===== src/rtl/score_scan.sv =====
// Scoreboard frame sequencer: latches two scores, splits them into
// tens/units digits, then raster-scans four glyph slots into the glyph memory.
module score_scan #(
  parameter int GLYPH_W  = 32,
  parameter int GLYPH_H  = 32,
  parameter bit BLANK_LZ = 1'b1
) (
  input  logic       clk_sch,
  input  logic       rst_sch,
  input  logic       frame_start,
  input  logic [6:0] score_a,
  input  logic [6:0] score_b,
  input  logic       px_ready,
  output logic       px_valid,
  output logic [3:0] digit_out,
  output logic [4:0] row,
  output logic [4:0] col,
  output logic [1:0] slot,
  output logic       busy,
  output logic       frame_done
);

  typedef enum logic [1:0] {
    IDLE,
    CONV,
    SCAN,
    DONE
  } state_t;

  localparam logic [4:0] COL_MAX = 5'(GLYPH_W - 1);
  localparam logic [4:0] ROW_MAX = 5'(GLYPH_H - 1);
  localparam logic [6:0] SAT     = 7'd99;

  state_t     state;
  logic [6:0] rem_a;
  logic [6:0] rem_b;
  logic [3:0] tens_a;
  logic [3:0] tens_b;

  logic       a_big;
  logic       b_big;
  logic       col_last;
  logic       slot_last;
  logic       row_last;
  logic [1:0] nslot;
  logic [3:0] digs [4];

  always_comb begin
    a_big     = rem_a >= 7'd10;
    b_big     = rem_b >= 7'd10;
    col_last  = col == COL_MAX;
    slot_last = slot == 2'd3;
    row_last  = row == ROW_MAX;
    nslot     = col_last ? slot + 2'd1 : slot;
    // a leading zero in a tens slot can be shown as a blank glyph
    digs[0] = (BLANK_LZ && tens_a == 4'd0) ? 4'hF : tens_a;
    digs[1] = rem_a[3:0];
    digs[2] = (BLANK_LZ && tens_b == 4'd0) ? 4'hF : tens_b;
    digs[3] = rem_b[3:0];
  end

  always_ff @(posedge clk_sch or negedge rst_sch) begin
    if (!rst_sch) begin
      state      <= IDLE;
      px_valid   <= 1'b0;
      digit_out  <= 4'hF;
      row        <= '0;
      col        <= '0;
      slot       <= '0;
      busy       <= 1'b0;
      frame_done <= 1'b0;
      rem_a      <= '0;
      rem_b      <= '0;
      tens_a     <= '0;
      tens_b     <= '0;
    end else begin
      frame_done <= 1'b0;
      unique case (state)
        IDLE: begin
          if (frame_start) begin
            rem_a  <= (score_a > SAT) ? SAT : score_a;
            rem_b  <= (score_b > SAT) ? SAT : score_b;
            tens_a <= '0;
            tens_b <= '0;
            busy   <= 1'b1;
            state  <= CONV;
          end
        end
        CONV: begin
          if (a_big) begin
            rem_a  <= rem_a - 7'd10;
            tens_a <= tens_a + 4'd1;
          end
          if (b_big) begin
            rem_b  <= rem_b - 7'd10;
            tens_b <= tens_b + 4'd1;
          end
          if (!a_big && !b_big) begin
            state     <= SCAN;
            px_valid  <= 1'b1;
            row       <= '0;
            col       <= '0;
            slot      <= '0;
            digit_out <= digs[0];
          end
        end
        SCAN: begin
          if (px_ready) begin
            if (row_last && slot_last && col_last) begin
              px_valid   <= 1'b0;
              frame_done <= 1'b1;
              state      <= DONE;
            end else begin
              col       <= col_last ? 5'd0 : col + 5'd1;
              digit_out <= digs[nslot];
              if (col_last) begin
                slot <= slot + 2'd1;
                if (slot_last) row <= row + 5'd1;
              end
            end
          end
        end
        DONE: begin
          busy  <= 1'b0;
          state <= IDLE;
        end
        default: state <= IDLE;
      endcase
    end
  end

endmodule


===== config.mk =====
export PLATFORM = sky130hd
export DESIGN_NAME = score_scan
export DESIGN_NICKNAME = d
export VERILOG_FILES = /design/src/rtl/score_scan.sv
export SDC_FILE = /design/constraint.sdc
export NUM_CORES = 1
export LEC_CHECK = 0
export BUFFER_PORTS_ARGS = -buffer_cell sky130_fd_sc_hd__buf_2
export CORE_ASPECT_RATIO = 2
export CORE_MARGIN = 2
export CORE_UTILIZATION = 52
export DETAILED_ROUTE_END_ITERATION = 8
export PLACE_DENSITY = 0.86
export SKIP_CTS_REPAIR_TIMING = 1
export SYNTH_ARGS = -nofsm -noshare
export SYNTH_HDL_FRONTEND = slang
export SYNTH_SLANG_ARGS = --single-unit

===== constraint.sdc =====
create_clock -name clk_sch -period 2.4 [get_ports clk_sch]
set_clock_uncertainty 0.15 [all_clocks]
set_input_delay 0.36 -clock clk_sch [delete_from_list [all_inputs] [get_ports clk_sch]]
set_output_delay 0.36 -clock clk_sch [all_outputs]
set_load 0.02 [all_outputs]

Word-level counts from Yosys, hierarchy flattened
Index checks and enable logic that the tools add are counted.

cells by class
  mux-type cells = 51
  $lt $le $gt $ge = 5
  add/sub/neg operators = 7
  equal/unequal tests = 15
  bitwise gates (word level) = 1
  reduce and logical (&&, ||, !) cells = 18

operators with widths
  cell                                                   number
  2-to-1 mux 7 bit                                       6
  2-to-1 mux 4 bit                                       10
  2-to-1 mux 5 bit                                       8
  one-hot mux 7 bit (2 select lines)                     2
  one-hot mux 4 bit (2 select lines)                     3
  one-hot mux 5 bit (2 select lines)                     2
  != test 2 bit (second input constant)                  9
  2-to-1 mux 2 bit                                       8
  >= comparator 7 x 4 -> 1 bit (second input constant)   2
  greater-than comparator 7 bit (second input constant)  2
  subtractor 7 x 4 -> 7 bit (second input constant)      2
  AND reduction 4 bit                                    3
  adder 5 x 1 -> 5 bit (second input constant)           2
  == test 5 bit (second input constant)                  2
  adder 4 x 1 -> 4 bit (second input constant)           2
  binary-select mux 4 bit (select 2 bit)                 1
  logical NOT 4 bit                                      2
  one-hot mux 2 bit (4 select lines)                     1
  2-to-1 mux 1 bit                                       7
  == test 2 bit (second input constant)                  3
  AND reduction 3 bit                                    2
  AND reduction 6 bit                                    1
  nonzero test 2 bit                                     3
  one-hot mux 1 bit (2 select lines)                     2
  9 further kinds                                        12

word-level totals
  flip-flop bits (word level) = 43
  output and inout port bits = 19
  logic and storage cells = 109
  input bits = 18

Logic depth before layout (Yosys ltp)
Gate-level depths: netlist of run 1.

  depth in word-level cells = 9
  gate-level depth with buffers = 10
  depth with buffers taken out = 8

Least setup slack after synthesis of run 1
OpenSTA, ideal clock, no wires.

  kind = flip-flop to flip-flop
  from = register col[0]
  to = register slot[0]
  data required time = 2.125 ns
  stages on the path, launching flop included = 10
  data arrival time = 2.270 ns
  setup slack = -0.145 ns
  setup time = 0.125 ns
  buffers on the path = 2
  period minus slack after synthesis = 2.545 ns
  path through = dfrtp_1 ha_1 and3_1 ha_1 clkbuf_1 and3_1 o21a_1 clkbuf_1 a211o_1 mux2_2

between the ends
  word-level cells in the longest chain between the ends = 5
  elaborated cells on any way between the ends = 8
  classes of those cells = eq/ne: 2; mux: 4; reduce/logical: 2

ends and longest elaborated chain
  element                             line  source
  from (decl)                         17    output logic [4:0] col,
  from (signal assigned)              114   col <= col_last ? 5'd0 : col + 5'd1;
  == test 5 bit *                     51    col_last = col == COL_MAX;
  2-to-1 mux 2 bit (3 in series)      -
  one-hot mux 2 bit (2 select lines)  -
  to (signal assigned)                117   slot <= slot + 2'd1;
  to (decl)                           18    output logic [1:0] slot,

Every way passes the cells marked *; elsewhere a longest branch is shown, timed or not. The select of a mux whose other input is x is not followed.
A chain may end at the register's enable or synchronous reset.

Worst setup path after layout of run 1
  from = register rem_b[1]
  to = register digit_out[1]

between the ends
  word-level cells in the longest chain between the ends = 6
  elaborated cells on any way between the ends = 11
  classes of those cells = order compare: 1; eq/ne: 1; mux: 6; reduce/logical: 3

ends and longest elaborated chain
  element                                                                               line  source
  from (decl)                                                                           36    logic [6:0] rem_b;
  from (signal assigned)                                                                82    rem_b <= (score_b > SAT) ? SAT : score_b;
  from (signal assigned)                                                                95    rem_b <= rem_b - 7'd10;
  parallel branches: the longest is 6 deep, another holds >= comparator 7 x 4 -> 1 bit  -
  to (signal assigned)                                                                  104   digit_out <= digs[0];
  to (signal assigned)                                                                  115   digit_out <= digs[nslot];
  to (decl)                                                                             15    output logic [3:0] digit_out,

Several ways; the timed one is not identified. The select of a mux whose other input is x is not followed.

==> metrics.md, run 1 <==
| Metric | Value |
|---|---|
| Placeable core region | `roughly 5300 µm²` |
| Largest cells by area after synthesis | `sky130_fd_sc_hd__dfrtp_1 (35%), sky130_fd_sc_hd__ha_1 (6.6%), sky130_fd_sc_hd__o21ai_0 (6.4%), sky130_fd_sc_hd__nand2_1 (4.8%), sky130_fd_sc_hd__dfstp_2 (3.7%)` |
| Synth Register Bits | `43` |
| Relative slew slack | `0.482` |
| Final setup violating endpoints | `0` |
| Critical register-to-register path endpoint | `digit_out[1]` |
| Total design power | `4.35 mW` |
| Post-Syn Nets | `355` |
| Number of routed nets with antenna violations | `0` |
| Gate count of the mapped netlist | `about 320` |
| ANT cells | `0` |
| Hold Fails Final Rpt | `0` |
| Part of the Yosys area used for sequential elements | `0.383` |
| Number of vias per cell | `approximately 6.4` |
| Pin count of the biggest net entering global routing | `25` |
| Overall die height | `108 µm` |
| Number of buffer cells added on primary ports | `36` |
| Total detailed-routing wirelength | `7450 µm` |
| Largest delay share family, worst path | `simple AND/OR/NAND/NOR gates` |
| Overall via count from detail_route | `between 2k and 3k` |
| Post-Synthesis Cell Area | `2820 µm²` |
| Layout filler cell count | `437` |
| Launch instance of the worst min-delay path | `score_a[0]` |
| Final count of pins violating max slew | `0` |
| TritonRoute pass-1 iters | `4` |
| Worst VDD drop | `just over 0.9 mV` |
| Critical path's slowest cell | `sky130_fd_sc_hd__dfrtp_1` |
| Later-pin clock latency in the skew report | `0.30 ns` |
| Final weighted congestion of routability-driven global placement | `between 0.9 and 1` |
| Ordered list of cells on the worst path | `inv_1, ha_1, nand2b_1, and4_1, a21oi_2, buf_4, nor3_2, mux2_1` |
| Hold Path Sink | `rem_a[0]` |
| Die Width | `56.1 µm` |
| Setup ws final | `0.0578 ns` |
| Most common cell in the netlist | `sky130_fd_sc_hd__dfrtp_1` |
| Bufs on Longest Clock Path | `2` |
| Average wire per cell in the routed design | `16.9 µm` |
| Worst Path Arrival | `2.42 ns` |
| Predominant post-synthesis flop cell | `sky130_fd_sc_hd__dfrtp_1` |
| Top cell type's share of synthesized area | `0.346` |
| Distinct cells, synth | `61` |
| Mean instance size in the synthesized netlist | `8.77 µm²` |
| Number of global-route vias before repair | `between 2k and 3k` |
| Area of the die | `6070 µm²` |
| Setup repair after global routing missed its margin | `yes` |
| Setup slack after placement | `0.00482 ns` |
| FFs w/ async S/R, synth | `1.00` |
| Clock transition at the register clock pins on the worst setup and hold paths after CTS | `0.08 ns` |
| Root buffer cell | `sky130_fd_sc_hd__clkbuf_8` |
| Multi-input gate area | `1630 µm²` |
| Run status | `finished, final reports clean` |
| CTS tree | `done` |
| All-layer global routing usage | `0.254` |
| Post-synth top area cell | `sky130_fd_sc_hd__dfrtp_1` |
| Nets@finish | `just over 400` |
| Final worst-path cycle share | `0.976` |
| Number of stages on the worst hold path | `3` |
| Flop2flop setup slack | `0.06 ns` |
| Area taken by flip-flops and latches | `1080 µm²` |
| Top fanout value on the critical path | `4` |
| Buf+Inv Stages, Crit Path | `2` |
| CP Data Required Time | `approximately 2.5 ns` |
| Reported max-cap violation count | `0` |
| Inserted Clock Buffers | `5` |
| Kind of capture point of the worst setup path | `flop` |
| Detailed router's first-iteration violation count | `~190` |
| Effective utilization at floorplan | `0.530` |
| List of most frequent post-synthesis cells | `sky130_fd_sc_hd__dfrtp_1 (39), sky130_fd_sc_hd__nand2_1 (36), sky130_fd_sc_hd__o21ai_0 (36), sky130_fd_sc_hd__inv_1 (22), sky130_fd_sc_hd__nand3_1 (17)` |
| Achievable clock frequency | `0.427 GHz` |
| Std cell rows | `38` |
| Number of synthesis warnings | `0` |
| Dpl cells | `between 400 and 500` |
| Beginning of the worst register-to-register path | `rem_b[1]` |
| Global-route wire length before repair | `12,400 µm` |
| Critical Path Start Type | `flop` |
| Min Clock Period, post-route | `2.34 ns` |
| Number of H-tree levels | `2` |
| Tightest Hold Check Type | `in -> reg` |
| Number of top-level pins | `37` |
| EDFF count, synth | `0` |
| Final total negative setup slack | `0 ns` |
| Number of sinks driven by the clock tree | `43` |
| Initial antenna violation count | `0` |
| Worst Setup Path Type | `reg -> reg` |
| Synthesis-to-finish area growth | `20.2%` |
| Drt drc | `0` |
| Worst reg2reg path depth | `8` |
| Leakage power of the design | `1.52 nW` |
| Finished Layout Cells | `442` |
| Share of post-route cells with drive strength above 1 | `0.243` |
| Transition time at the pin with the least slew margin | `0.774 ns` |
| GRT overflow | `0` |
| Half-perimeter wire length after detailed placement | `5450 µm` |
| Critical path's largest stage delay | `0.42 ns` |
| Power per Cell Area | `1280 nW/µm²` |
-- where the power goes --
group / total [mW] / switching (mW) / internal, mW
clock network: 0.514 / 0.251 / 0.263
registers: 1.33 / 0.293 / 1.04
logic: 2.50 / 1.48 / 1.03
-- flip-flops by register name, summed over array words and instances, names as in the netlist, 4 cells and up --
name / cells
rem_a: 7
rem_b: 7
col: 5
row: 5
digit_out: 4
tens_a: 4
tens_b: 4
-- cell families (layout without fill, tap and decap cells) --
group | count (synthesis) | in the layout | synth area share
multiplexers | 10 | 10 | 0.0377
AO/OA/AOI/OAI | 104 | 104 | 0.244
XOR/XNOR | 4 | 4 | 0.0124
flip-flops | 43 | 43 | 0.383
adder cells (fa/ha/maj) | 15 | 15 | 0.0665
AND/OR/NAND/NOR | 108 | 108 | 0.203
buffers and inverters | 38 | 98 | 0.0536
-- per-stage QoR --
step	util	cell area, µm²	hold WS [ns]
3_5_place_dp	0.607	3230	0.222
6_report	0.637	3390	0.152
2_1_floorplan	-	2860	-0.0856
4_1_cts	0.625	3330	-0.105
3_3_place_gp	0.607	3230	0.214
5_1_grt	0.637	3390	0.182
-- per-layer routing --
metal,vias to the layer above,global-route usage,part of all wire
met4,0,0.109,0.034
met2,121,0.450,0.51
met1,1358,0.307,0.40
met3,20,0.0263,0.051
li1,1309,-,-
met5,-,0,0
-- how the worst max path moves through the flow --
stage,start,endpoint,slack [ns],cells past startpoint
floorplan,col[0],slot[0],0.002,9
global placement,col[1],row[2],0.07,9
detailed placement,col[1],row[2],0.005,9
CTS,col[1],row[2],-0.02,9
global route,row[0],row[3],-0.04,8
finish,rem_b[1],digit_out[1],0.06,8
-- layout by cell type (no fill, tap or decap), types with 3 or more instances in the layout --
cell and count:
sky130_fd_sc_hd__mux2i_1 5, sky130_fd_sc_hd__o22ai_1 3, sky130_fd_sc_hd__nor2b_1 4, sky130_fd_sc_hd__o211ai_1 5
sky130_fd_sc_hd__a22oi_1 7, sky130_fd_sc_hd__o221ai_1 3, sky130_fd_sc_hd__clkbuf_8 7, sky130_fd_sc_hd__o31ai_1 4
sky130_fd_sc_hd__nand2_1 36, sky130_fd_sc_hd__a21oi_1 14, sky130_fd_sc_hd__dfstp_2 4, sky130_fd_sc_hd__or3_1 5
sky130_fd_sc_hd__dfrtp_1 37, sky130_fd_sc_hd__mux2_1 3, sky130_fd_sc_hd__buf_4 28, sky130_fd_sc_hd__and3_1 5
sky130_fd_sc_hd__a31oi_1 3, sky130_fd_sc_hd__o21ai_0 35, sky130_fd_sc_hd__nor2_1 14, sky130_fd_sc_hd__buf_2 37
sky130_fd_sc_hd__inv_1 22, sky130_fd_sc_hd__a211o_1 4, sky130_fd_sc_hd__ha_1 13, sky130_fd_sc_hd__a211oi_1 3
sky130_fd_sc_hd__nor3_1 3, sky130_fd_sc_hd__nand3_1 17, sky130_fd_sc_hd__nand2b_1 5
-- worst reg2reg max path: stages, from the launching register on --
cell,delay [ns]
sky130_fd_sc_hd__dfrtp_1,0.42
sky130_fd_sc_hd__inv_1,0.13
sky130_fd_sc_hd__ha_1,0.23
sky130_fd_sc_hd__nand2b_1,0.18
sky130_fd_sc_hd__and4_1,0.25
sky130_fd_sc_hd__a21oi_2,0.09
sky130_fd_sc_hd__buf_4,0.15
sky130_fd_sc_hd__nor3_2,0.31
sky130_fd_sc_hd__mux2_1,0.37
-- layout make-up --
class                           instances  share of cell area
Multi-Input combinational cell        241               0.481
Sequential cell                        43               0.319
Timing Repair Buffer                   67               0.123
Clock buffer                            8              0.0295
Inverter                               23              0.0254
Tap cell                               60              0.0221
No activity file was read; power rests on OpenSTA's default activity.
==> run 2, diff against run 1 <==
--- a/config.mk
+++ b/config.mk
@@ -6,12 +6,12 @@
 export NUM_CORES = 1
 export LEC_CHECK = 0
 export BUFFER_PORTS_ARGS = -buffer_cell sky130_fd_sc_hd__buf_2
-export CORE_ASPECT_RATIO = 2
 export CORE_MARGIN = 2
 export CORE_UTILIZATION = 52
 export DETAILED_ROUTE_END_ITERATION = 8
 export PLACE_DENSITY = 0.86
 export SKIP_CTS_REPAIR_TIMING = 1
+export SLEW_MARGIN = 5
 export SYNTH_ARGS = -nofsm -noshare
 export SYNTH_HDL_FRONTEND = slang
 export SYNTH_SLANG_ARGS = --single-unit
==> run 2 against run 1 <==
Power rose by 1.7%. Final cell count up 3.4%. First-iteration DRC count shrank 29%. Largest power group unchanged. Design area grew 2.2%. Core utilization up 3.3 points. Critical path depth up 1. Worst setup slack worse by 0.020 ns. Hold slack worse by 0.0010 ns.
==> metrics.md, run 2 (synthesis gave the netlist of run 1 again) <==
| Metric | Value |
|---|---|
| Synthesis-to-finish area growth | `22.9%` |
| Pin count of the biggest net entering global routing | `44` |
| Hold Fails Final Rpt | `0` |
| CP Data Required Time | `between 2 and 2.5 ns` |
| Number of buffer cells added on primary ports | `36` |
| Clock transition at the register clock pins on the worst setup and hold paths after CTS | `0.08 ns` |
| All-layer global routing usage | `0.256` |
| Setup slack after placement | `-0.0261 ns` |
| Area of the die | `6030 µm²` |
| Number of global-route vias before repair | `2,745` |
| Leakage power of the design | `1.56 nW` |
| Run status | `finished, final reports clean` |
| Largest registers in the final layout | `rem_a (7), rem_b (7)` |
| Number of vias per cell | `5.93` |
| Final count of pins violating max slew | `0` |
| Average wire per cell in the routed design | `15.6 µm` |
| Final setup violating endpoints | `0` |
| Met3 usage | `0.0442` |
| GR Util met2 | `0.441` |
| Initial antenna violation count | `0` |
| Inserted Clock Buffers | `5` |
| Transition time at the pin with the least slew margin | `0.472 ns` |
| Reported max-cap violation count | `0` |
| GRT overflow | `0` |
| Worst VDD drop | `approximately 0.57 mV` |
| Achievable clock frequency | `~0.42 GHz` |
| Final weighted congestion of routability-driven global placement | `0.863` |
| Later-pin clock latency in the skew report | `0.30 ns` |
| Number of routed nets with antenna violations | `0` |
| GR Layer Usage met1 | `0.315` |
| Number of sinks driven by the clock tree | `43` |
| Dpl cells | `446` |
| Area of all placed cells without fillers | `between 3000 and 4000 µm²` |
| Overall via count from detail_route | `about 2.7k` |
| Commonest non-fill, non-tap cell in the layout | `sky130_fd_sc_hd__dfrtp_1` |
| Tightest Hold Check Type | `in -> reg` |
| Final worst-path cycle share | `0.984` |
| Total detailed-routing wirelength | `7120 µm` |
| Detailed router's first-iteration violation count | `136` |
| Nets@finish | `419` |
| Half-perimeter wire length after detailed placement | `5360 µm` |
| Finished Layout Cells | `457` |
| Effective utilization at floorplan | `0.546` |
| Placeable core region | `5170 µm²` |
| CTS tree | `done` |
| Setup ws final | `0.0378 ns` |
| Root buffer cell | `sky130_fd_sc_hd__clkbuf_8` |
| TritonRoute pass-1 iters | `4` |
| Setup repair after global routing missed its margin | `yes` |
| Std cell rows | `26` |
| Share of post-route cells with drive strength above 1 | `0.261` |
| Placed Instance Area | `3300 µm²` |
| Overall die height | `between 70 and 80 µm` |
| Most frequent cells in the layout | `sky130_fd_sc_hd__dfrtp_1 (37), sky130_fd_sc_hd__nand2_1 (36), sky130_fd_sc_hd__buf_2 (36)` |
| ANT cells | `0` |
| Drt drc | `0` |
| Kind of capture point of the worst setup path | `flop` |
| Bufs on Longest Clock Path | `2` |
| Min Clock Period, post-route | `2.36 ns` |
| Global-route wire length before repair | `12,400 µm` |
| Top fanout value on the critical path | `11` |
| Number of top-level pins | `37` |
| Number of H-tree levels | `2` |
| Power per Cell Area | `1280 nW/µm²` |
| Worst Setup Path Type | `reg -> reg` |
| Die Width | `just under 80 µm` |
| Most utilized layer in the global route result | `met2` |
| Worst Path Arrival | `approximately 2.4 ns` |
| Critical Path Start Type | `flop` |
| Relative slew slack | `0.682` |
## run 2: changes by cell type in the layout (fill, tap and decap cells not counted), sizes merged
cell,previous run,this run
buf,66,71
## run 2: report_power, final
group | total (mW) | internal, mW | switching [mW] | leakage (nW)
clock network | 0.505 | 0.263 | 0.243 | 0.0515
registers | 1.32 | 1.04 | 0.280 | 0.531
logic | 2.60 | 1.12 | 1.48 | 0.975
## run 2: worst paths after layout
kind | start | end | slack [ns] | depth (start not counted)
max | col[0] | digit_out[1] | 0.04 | 9
min | score_b[3] | rem_b[3] | 0.15 | 3
max reg2reg | col[0] | digit_out[1] | 0.04 | 9
min reg2reg | digit_out[3] | digit_out[3] | 0.32 | 2
max in group asynchronous | rst_sch | digit_out[1] | 1.42 | 3
min in group asynchronous | rst_sch | rem_b[3] | 0.40 | 3
## run 2: critical path, stage by stage (launching register included)
cell	delay [ns]
sky130_fd_sc_hd__dfrtp_2	0.43
sky130_fd_sc_hd__ha_4	0.17
sky130_fd_sc_hd__and3_1	0.18
sky130_fd_sc_hd__ha_2	0.20
sky130_fd_sc_hd__buf_6	0.15
sky130_fd_sc_hd__xor2_1	0.18
sky130_fd_sc_hd__o21bai_2	0.22
sky130_fd_sc_hd__o2111ai_2	0.20
sky130_fd_sc_hd__o311ai_1	0.12
sky130_fd_sc_hd__mux2_1	0.30
## run 2: cell type report
cell class | count | area, µm²
repair buffers | 72 | 469
inverters | 23 | 86.3
clock buffers | 8 | 100
flip-flops and latches | 43 | 1080
fillers | 415 | 1700
multi-input cells | 241 | 1640
well taps | 70 | 87.6
## run 2: through the flow
step	power [mW]	setup TNS (ns)	hold WS, ns	utilization
final	4.43	0	0.151	0.671
after global routing	4.78	-0.113	0.187	0.671
after CTS	4.35	-0.0509	-0.119	0.657
after detailed placement	3.84	-0.0261	0.205	0.638
after global placement	3.73	0	0.206	0.638
after floorplan	2.95	0	-0.0856	-
## run 2: per-layer routing
layer / vias to the layer above / routed length [µm]
li1: 1310 / -
met3: 16 / 316
met5: - / 0
met1: 1310 / 3110
met4: 0 / 167
met2: 74 / 3530
==> run 3, diff against run 2 <==
--- a/config.mk
+++ b/config.mk
@@ -10,6 +10,7 @@
 export CORE_UTILIZATION = 52
 export DETAILED_ROUTE_END_ITERATION = 8
 export PLACE_DENSITY = 0.86
+export RECOVER_POWER = 100
 export SKIP_CTS_REPAIR_TIMING = 1
 export SLEW_MARGIN = 5
 export SYNTH_ARGS = -nofsm -noshare
==> run 3 against run 2 <==
Non-clock buffer count unchanged. Routed wire length grew 0.51%. Die area unchanged. Design area is 0.97% lower. Largest cell class unchanged. Power is 0.48% lower. Global-route usage unchanged. Highest routed layer unchanged. Register-to-register slack got worse by 0.02 ns. Hold slack better by 0.00094 ns. Critical endpoint unchanged. Largest power group unchanged. First-iteration DRC count decreased by 1.5%. Sequential power is essentially flat. Maximum frequency down 0.64%.
==> metrics.md, run 3 (synthesis gave the netlist of run 1 again) <==
| Metric | Value |
|---|---|
| Drt drc | `0` |
| ANT cells | `0` |
| Commonest non-fill, non-tap cell in the layout | `sky130_fd_sc_hd__dfrtp_1` |
| Nets@finish | `419` |
| Min Clock Period, post-route | `2.38 ns` |
| Later-pin clock latency in the skew report | `approximately 0.30 ns` |
| Setup repair after global routing missed its margin | `yes` |
| Number of routed nets with antenna violations | `0` |
| Worst reg2reg path depth | `9` |
| TritonRoute pass-1 iters | `4` |
| Achievable clock frequency | `0.421 GHz` |
| Total design power | `4.40 mW` |
| Net Switching | `a little over 2 mW` |
| Critical Path Start Type | `flop` |
| Part of the power in the clock network | `0.115` |
| Worst Setup Path Type | `reg -> reg` |
| Overall die height | `between 70 and 80 µm` |
| CTS tree | `done` |
| Portion of total power attributed to combinational logic | `0.584` |
| Root buffer cell | `sky130_fd_sc_hd__clkbuf_8` |
| Power per Cell Area | `1280 nW/µm²` |
| Global-route wire length before repair | `12,400 µm` |
| Final worst-path cycle share | `0.991` |
| Number of vias per cell | `roughly 6` |
| Worst VDD drop | `~0.56 mV` |
| Final count of pins violating max slew | `0` |
| Final weighted congestion of routability-driven global placement | `0.863` |
| Clock transition at the register clock pins on the worst setup and hold paths after CTS | `around 0.080 ns` |
| Placeable core region | `5170 µm²` |
| Share of post-route cells with drive strength above 1 | `0.222` |
| CP Data Required Time | `2.48 ns` |
| Final total negative setup slack | `0 ns` |
| Kind of capture point of the worst setup path | `flop` |
| Area of all placed cells without fillers | `3430 µm²` |
| Reported max-cap violation count | `0` |
| Setup slack after placement | `-0.0261 ns` |
| Inserted Clock Buffers | `5` |
| Int Power | `~2.4 mW` |
| Number of H-tree levels | `2` |
| Layout filler cell count | `around 430` |
| Area of the die | `6030 µm²` |
| Most frequent cells in the layout | `sky130_fd_sc_hd__dfrtp_1 (37), sky130_fd_sc_hd__nand2_1 (36), sky130_fd_sc_hd__o21ai_0 (33), sky130_fd_sc_hd__buf_4 (33), sky130_fd_sc_hd__inv_1 (22)` |
| Transition time at the pin with the least slew margin | `roughly 1.1 ns` |
| Overall via count from detail_route | `2,702` |
| Worst Path Arrival | `2.45 ns` |
| Switching share of power | `0.457` |
| Run status | `finished, final reports clean` |
| Leakage power of the design | `~1.5 nW` |
| Synthesis-to-finish area growth | `21.7%` |
| Initial antenna violation count | `0` |
| Die Width | `77.7 µm` |
| Bufs on Longest Clock Path | `2` |
| Half-perimeter wire length after detailed placement | `5360 µm` |
| Placed Instance Area | `between 3000 and 4000 µm²` |
| Final setup violating endpoints | `0` |
| Number of top-level pins | `37` |
| Tightest Hold Check Type | `in -> reg` |
| Number of global-route vias before repair | `2,745` |
| Std cell rows | `26` |
| Detailed router's first-iteration violation count | `134` |
| Number of sinks driven by the clock tree | `43` |
| Pin count of the biggest net entering global routing | `44` |
| Total detailed-routing wirelength | `7160 µm` |
| Relative slew slack | `0.281` |
| Fraction of power consumed by sequential logic | `0.301` |
| Number of stages on the worst hold path | `3` |
| Hold Fails Final Rpt | `0` |
| Setup ws final | `0.0226 ns` |
| All-layer global routing usage | `0.256` |
| Largest registers in the final layout | `rem_a (7), rem_b (7)` |
| Effective utilization at floorplan | `0.546` |
| Number of buffer cells added on primary ports | `36` |
| Top fanout value on the critical path | `11` |
| GRT overflow | `0` |
| Average wire per cell in the routed design | `15.7 µm` |
## run 3: metrics by stage
stage | utilization | instances | hold WS, ns
finish | 0.664 | 457 | 0.152
global route | 0.664 | 457 | 0.187
global placement | 0.638 | 446 | 0.206
floorplan | - | 322 | -0.0856
CTS | 0.657 | 454 | -0.119
detailed placement | 0.638 | 446 | 0.205
## run 3: power groups by stage
stage / logic, mW / registers, mW / clock network (mW)
global placement: 2.42 / 1.31 / 0
finish: 2.57 / 1.33 / 0.505
CTS: 2.52 / 1.31 / 0.522
floorplan: 1.53 / 1.42 / 0
global route: 2.84 / 1.37 / 0.546
detailed placement: 2.51 / 1.33 / 0
## run 3: worst paths after layout
check                             start           end  slack, ns
min in group asynchronous       rst_sch      rem_b[3]       0.72
max reg2reg                      col[0]  digit_out[1]       0.02
max in group asynchronous       rst_sch        col[0]       0.65
min reg2reg                digit_out[3]  digit_out[3]       0.32
min                          score_b[3]      rem_b[3]       0.15
max                              col[0]  digit_out[1]       0.02
## run 3: layout make-up
cell class | count | area (µm²) | share of cell area
sequential | 43 | 1080 | 0.315
tap | 70 | 87.6 | 0.0255
multi-input combinational | 241 | 1640 | 0.478
inverter | 23 | 86.3 | 0.0251
clock buffer | 8 | 100 | 0.0291
timing repair buffer | 72 | 435 | 0.127
## run 3: critical path: stages, from the launching register on
cell,delay [ns]
sky130_fd_sc_hd__dfrtp_2,0.43
sky130_fd_sc_hd__ha_4,0.17
sky130_fd_sc_hd__and3_1,0.18
sky130_fd_sc_hd__ha_2,0.20
sky130_fd_sc_hd__buf_6,0.15
sky130_fd_sc_hd__xor2_1,0.18
sky130_fd_sc_hd__o21bai_2,0.22
sky130_fd_sc_hd__o2111ai_2,0.20
sky130_fd_sc_hd__o311ai_1,0.13
sky130_fd_sc_hd__mux2_1,0.30
## run 3: metal layers
layer | wire [µm] | up-vias | track usage
met4 | 190 | 0 | 0.111
met2 | 3490 | 72 | 0.441
met1 | 3160 | 1302 | 0.315
li1 | - | 1311 | -
met3 | 317 | 17 | 0.0442
met5 | 0 | - | 0
